### src/rtl/music_track_scroller.sv
// music_track_scroller
//   Producer side of the 4-track note view. Note codes arrive from a song
//   source over a valid/ready handshake and wait in a small FIFO. On every
//   beat the view scrolls track3->track2->track1->track0, track3 takes the
//   FIFO head, and the note leaving track0 is issued on play_note for the
//   buzzer. Note code 0 is a rest/empty slot everywhere.
//
// Parameters
//   BEAT_CYCLES  clock cycles per beat (>= 2)
//   FIFO_DEPTH   note FIFO entries, power of two, 2..16
//
// Ports
//   EGO1_Clock   in   system clock, rising edge
//   reset        in   asynchronous active-low reset
//   note_in      in   6-bit note code from the song source
//   note_valid   in   note_in valid
//   note_ready   out  FIFO can accept (transfer on note_valid & note_ready)
//   song_end     in   single-cycle pulse: no further notes follow
//   run          in   level: 1 = play, 0 = pause
//   track0..3    out  scrolling view, track0 = next note to play
//   play_note    out  note that left track0 on the last beat
//   play_strobe  out  pulse with a beat whose outgoing track0 was non-zero
//   beat_tick    out  pulse on every scroll
//   underrun     out  pulse when a PLAYING beat found the FIFO empty
//   done         out  pulse on DRAIN->IDLE
//   busy         out  state != IDLE
//   fifo_count   out  entries held, 0..FIFO_DEPTH
module music_track_scroller #(
   parameter int BEAT_CYCLES = 25_000_000,
   parameter int FIFO_DEPTH  = 8
) (
   input  logic       EGO1_Clock,
   input  logic       reset,
   input  logic [5:0] note_in,
   input  logic       note_valid,
   output logic       note_ready,
   input  logic       song_end,
   input  logic       run,
   output logic [5:0] track0,
   output logic [5:0] track1,
   output logic [5:0] track2,
   output logic [5:0] track3,
   output logic [5:0] play_note,
   output logic       play_strobe,
   output logic       beat_tick,
   output logic       underrun,
   output logic       done,
   output logic       busy,
   output logic [4:0] fifo_count
);

   localparam int AW = $clog2(FIFO_DEPTH);
   localparam int CW = $clog2(BEAT_CYCLES);

   localparam logic [1:0] S_IDLE    = 2'd0;
   localparam logic [1:0] S_PLAYING = 2'd1;
   localparam logic [1:0] S_PAUSED  = 2'd2;
   localparam logic [1:0] S_DRAIN   = 2'd3;

   logic [1:0]    state;
   logic [1:0]    state_next;
   logic          end_flag;
   logic [CW-1:0] beat_cnt;
   logic [AW-1:0] wr_ptr;
   logic [AW-1:0] rd_ptr;
   logic [4:0]    count;
   logic [4:0]    count_next;
   logic [5:0]    mem [FIFO_DEPTH];

   logic          scrolling;
   logic          beat;
   logic          push;
   logic          pop;
   logic          drained;
   logic          finish;
   logic [5:0]    t0_next;
   logic [5:0]    t1_next;
   logic [5:0]    t2_next;
   logic [5:0]    t3_next;

   assign scrolling  = (state == S_PLAYING) || (state == S_DRAIN);
   assign beat       = scrolling && (beat_cnt == CW'(BEAT_CYCLES - 1));
   assign note_ready = (count < 5'(FIFO_DEPTH));
   assign push       = note_valid && note_ready;
   // Pop decision uses the count before this cycle's push, so a note pushed
   // into an empty FIFO on a beat is stored rather than scrolled in.
   assign pop        = beat && (count != 5'd0);
   assign busy       = (state != S_IDLE);
   assign fifo_count = count;
   assign finish     = (state == S_DRAIN) && (state_next == S_IDLE);

   always_comb begin
      count_next = count;
      case ({push, pop})
         2'b10:   count_next = count + 5'd1;
         2'b01:   count_next = count - 5'd1;
         default: count_next = count;
      endcase
   end

   always_comb begin
      t0_next = track0;
      t1_next = track1;
      t2_next = track2;
      t3_next = track3;
      if (beat) begin
         t0_next = track1;
         t1_next = track2;
         t2_next = track3;
         t3_next = pop ? mem[rd_ptr] : 6'd0;
      end
   end

   // Drain completion looks at the view and FIFO as they will be after this
   // cycle's scroll, so done lines up with the beat that empties the view.
   assign drained = (count_next == 5'd0) && (t0_next == 6'd0) && (t1_next == 6'd0)
                    && (t2_next == 6'd0) && (t3_next == 6'd0);

   always_comb begin
      state_next = state;
      case (state)
         S_IDLE:    if (run && (count != 5'd0)) state_next = S_PLAYING;
         S_PLAYING: begin
            if (end_flag)  state_next = S_DRAIN;
            else if (!run) state_next = S_PAUSED;
         end
         S_PAUSED:  if (run) state_next = end_flag ? S_DRAIN : S_PLAYING;
         S_DRAIN:   if (drained) state_next = S_IDLE;
         default:   state_next = S_IDLE;
      endcase
   end

   // FIFO storage carries no reset; the pointers and count define its contents.
   always_ff @(posedge EGO1_Clock) begin
      if (push) mem[wr_ptr] <= note_in;
   end

   always_ff @(posedge EGO1_Clock or negedge reset) begin
      if (!reset) begin
         state       <= S_IDLE;
         end_flag    <= 1'b0;
         beat_cnt    <= '0;
         wr_ptr      <= '0;
         rd_ptr      <= '0;
         count       <= 5'd0;
         track0      <= 6'd0;
         track1      <= 6'd0;
         track2      <= 6'd0;
         track3      <= 6'd0;
         play_note   <= 6'd0;
         play_strobe <= 1'b0;
         beat_tick   <= 1'b0;
         underrun    <= 1'b0;
         done        <= 1'b0;
      end else begin
         state <= state_next;

         // The beat counter only advances while scrolling; PAUSED holds it.
         if ((state == S_IDLE) && (state_next == S_PLAYING)) beat_cnt <= '0;
         else if (scrolling) beat_cnt <= beat ? '0 : beat_cnt + CW'(1);

         if (finish) end_flag <= 1'b0;
         else if (song_end && (state != S_IDLE)) end_flag <= 1'b1;

         if (push) wr_ptr <= wr_ptr + AW'(1);
         if (pop)  rd_ptr <= rd_ptr + AW'(1);
         count <= count_next;

         track0 <= t0_next;
         track1 <= t1_next;
         track2 <= t2_next;
         track3 <= t3_next;

         if (beat) play_note <= track0;
         beat_tick   <= beat;
         play_strobe <= beat && (track0 != 6'd0);
         underrun    <= beat && (state == S_PLAYING) && (count == 5'd0);
         done        <= finish;
      end
   end

endmodule

### config.mk
export PLATFORM = sky130hd
export DESIGN_NAME = music_track_scroller
export DESIGN_NICKNAME = d
export VERILOG_FILES = /design/src/rtl/music_track_scroller.sv
export SDC_FILE = /design/constraint.sdc
export NUM_CORES = 1
export LEC_CHECK = 0
export CORE_UTILIZATION = 57
export CTS_CLUSTER_DIAMETER = 100
export CTS_CLUSTER_SIZE = 20
export DETAILED_ROUTE_END_ITERATION = 7
export PLACE_DENSITY_LB_ADDON = 0.05
export SYNTH_ARGS = -nofsm -noshare
export SYNTH_HDL_FRONTEND = slang
export SYNTH_SLANG_ARGS = --single-unit
### constraint.sdc
create_clock -name EGO1_Clock -period 4.3 [get_ports EGO1_Clock]
set_clock_uncertainty 0.15 [all_clocks]
set_input_delay 0.645 -clock EGO1_Clock [delete_from_list [all_inputs] [get_ports EGO1_Clock]]
set_output_delay 0.645 -clock EGO1_Clock [all_outputs]
set_load 0.05 [all_outputs]
==> summary.txt <==
Outcome
  • Status: complete, no violations

Timing
  • PnR worst setup slack: 0.652 ns
  • Worst Max-Slew Pin Slew: 0.949 ns
  • Hold Vio Cnt, Final: 0
  • Relative slew slack: 36.3%
  • Min Hold Slack: 0.0972 ns
  • RSZ-0062 raised after global routing: false
  • Tcrit/Tclk final: 84.8%
  • Setup-failing EPs final: 0
  • Final Max Tran Viols: 0
  • Max Fclk: 0.274 GHz
  • Setup_tns: 0 ns
  • Tmin final: 3.65 ns

Global route
  • Initial antenna violation count: 0
  • GRT overflow: 0
  • Tot GR Track Use: 25.7%
  • Vias in the first global route: 3873
  • Maximum number of pins on one net before global-route repair: 74
  • Global-route wire length before repair: 19500 microns

Finish
  • Fraction of layout cells with a size suffix above 1: 10.6%
  • Ant diodes: 0
  • Area delta synth->final: 22.0%
  • Fin util: 72.2%
  • Nets: 569
  • Final Instance Area: 6730 sq um
  • Fillcell total: 703
  • Finished Layout Cells: 694

Power
  • Cell area power density: 539 nW/um^2
  • Total power: 3.63 mW
  • Max VDD drop: 497 uV
  • Leakage: 2.76 nW

Clock network
  • H-Tree Depth: 4
  • Number of setup buffers added after CTS: 0
  • Hold Buf Count CTS: 0
  • Num CTS Buffers: 17
  • TritonCTS clock tree: done
  • Clk slew on worst S/H paths: 0.06 ns
  • Clock buffer depth: 2
  • Post-CTS sizing: 0
  • Root Buffer: clkbuf_8
  • Worst-Skew Late Latency: 0.52 ns
  • Sink Count: 121

Synthesis
  • Synth cell count leaders: nand2_1, dfrtp_1, edfxtp_1
  • Top FF cell, synth: dfrtp_1
  • Top-area cell type share of the netlist area: 33.1%
  • Post-Syn Area: 5520 sq um
  • Post-synth EDFFs: 48
  • Synth Warn #: 0
  • Asr flop ratio synth: 60.3%
  • Synth area leader: dfrtp_1
  • Synth cell types: 46
  • Most frequent cell after synthesis: nand2_1
  • Mapped Nets: 513
  • Sequential element share of the synthesized area: 59.2%
  • Synthesized area per cell: 11.1 sq um
  • Mapped Cells: 496
  • FF+latch count, synth: 121
  • Synth area leaders: dfrtp_1, edfxtp_1, nand2_1

Floorplan
  • Initial Utilization: 59.2%
  • DIE WIDTH: 100 microns
  • Die H: 100 microns
  • Std-Cell Rows: 35
  • Core region area: 9330 sq um
  • Die area: 10100 sq um
  • # IOs: 52

Worst setup path
  • CP bufs+invs: 0
  • Slowest Stage Delay on Critical Path: 0.41 ns
  • CP top delay family: simple AND/OR/NAND/NOR gates
  • WP data required: 4.55 ns
  • Crit-path max FO: 8
  • CP Data Arrival Time: 3.90 ns
  • Kind of critical path: flop to flop
  • Critical path's slowest cell: dfrtp_1
  • CP startpoint kind: flop
  • Crit. End Element: flop
  • Crit-path cells: ha_1 -> and3_1 -> and2_1 -> nand3_1 -> nor2_1 -> ha_1 -> xor2_1 -> ha_1 -> and3b_1 -> o21ai_0 -> a31oi_1 -> xor2_1 -> a21oi_1 -> and4b_2 -> a221oi_1
  • Most used cell, CP: ha_1

Drt
  • # DRC: 0
  • DR iter-0 viols: 190
  • Overall routed net length: 11600 microns
  • DR pass1 iterations: 5
  • Wirelength per Cell: 16.7 microns
  • ANT nets after route: 0
  • Vias per cell: 5.68
  • Routed vias: 3941

Placement
  • Dpl cells: 662
  • GP Congestion: 0.850
  • Area after DPL: 6140 sq um
  • HPWL after detailed placement: 7870 microns
  • DP Worst Slack: 0.668 ns
  • I/O Buffers: 51

Worst hold path
  • Hold Path Class: input port to asynchronous set/reset pin

Job
  • Max Cap Violations: 0
cells in the final DEF, fill, tap and decap left out, types with 5 or more instances in the layout:
| master | n |
|---|---|
| nand4_1 | 5 |
| o21ai_0 | 40 |
| nand2_1 | 109 |
| dfrtp_1 | 73 |
| ha_1 | 6 |
| xnor2_1 | 9 |
| mux2_2 | 5 |
| nor2_1 | 42 |
| or4_1 | 6 |
| o31ai_1 | 7 |
| and3_1 | 12 |
| nor3_1 | 14 |
| a21oi_1 | 10 |
| clkbuf_16 | 16 |
| mux4_2 | 13 |
| edfxtp_1 | 48 |
| nand3_1 | 20 |
| xor2_1 | 7 |
| clkdlybuf4s50_1 | 50 |
worst register-to-register path: stages (launching register included):
cell,delay [ns]
dfrtp_1,0.41
ha_1,0.23
and3_1,0.23
and2_1,0.23
nand3_1,0.21
nor2_1,0.21
ha_1,0.33
xor2_1,0.18
ha_1,0.18
and3b_1,0.15
o21ai_0,0.07
a31oi_1,0.20
xor2_1,0.21
a21oi_1,0.06
and4b_2,0.25
a221oi_1,0.24
state kept, by name (all words and copies together) (netlist names):
signal / cells
beat_cnt: 25
beat_tick: 1
done: 1
end_flag: 1
fifo_count: 5
mem: 48
play_note: 6
play_strobe: 1
rd_ptr: 3
state: 2
track0: 6
track1: 6
track2: 6
track3: 6
underrun: 1
wr_ptr: 3
layer usage:
metal  routed length [microns]  GRT usage [%]  vias up
met5                         0              0        -
met4                       128           7.69        0
met3                       396           5.78       15
met2                      6040           43.7       92
li1                          -              -     1904
met1                      5040           33.0     1930
worst paths after layout:
path / start / end / slack, ns / cells past startpoint
worst min register to register: play_note[3] / play_note[3] / 0.31 / 2
min in group EGO1_Clock: play_note[3] / play_note[3] / 0.31 / 2
worst max register to register: beat_cnt[0] / state[1] / 0.65 / 15
worst min-delay path: reset / beat_cnt[5] / 0.1 / 1
worst max-delay path: beat_cnt[0] / state[1] / 0.65 / 15
max in group asynchronous: reset / track3[2] / 3.30 / 1
cells by family (layout without fill, tap and decap cells):
group,Yosys count,count (layout),synth area share (%)
AND/OR/NAND/NOR,242,242,21.3
flip-flops,121,121,59.2
AO/OA/AOI/OAI,68,68,6.98
multiplexers,22,22,7.05
buffers and inverters,21,90,1.54
XOR/XNOR,16,16,2.54
adder cells (fa/ha/maj),6,6,1.36
where the power goes:
| group | switching (mW) | total [mW] | internal, mW |
|---|---|---|---|
| Clock | 0.527 | 1.41 | 0.885 |
| Sequential | 0.169 | 1.53 | 1.36 |
| Combinational | 0.435 | 0.692 | 0.257 |
| Total | 1.13 | 3.63 | 2.50 |
layout make-up:
type / instances / area (sq um) / share of cell area (%)
inverter: 4 / 15.0 / 0.223
clock buffer: 18 / 418 / 6.21
multi-input combinational: 354 / 2170 / 32.2
timing repair buffer: 54 / 531 / 7.88
sequential: 121 / 3270 / 48.5
clock inverter: 14 / 174 / 2.58
tap: 129 / 161 / 2.40
No activity file was read; power rests on OpenSTA's default activity.
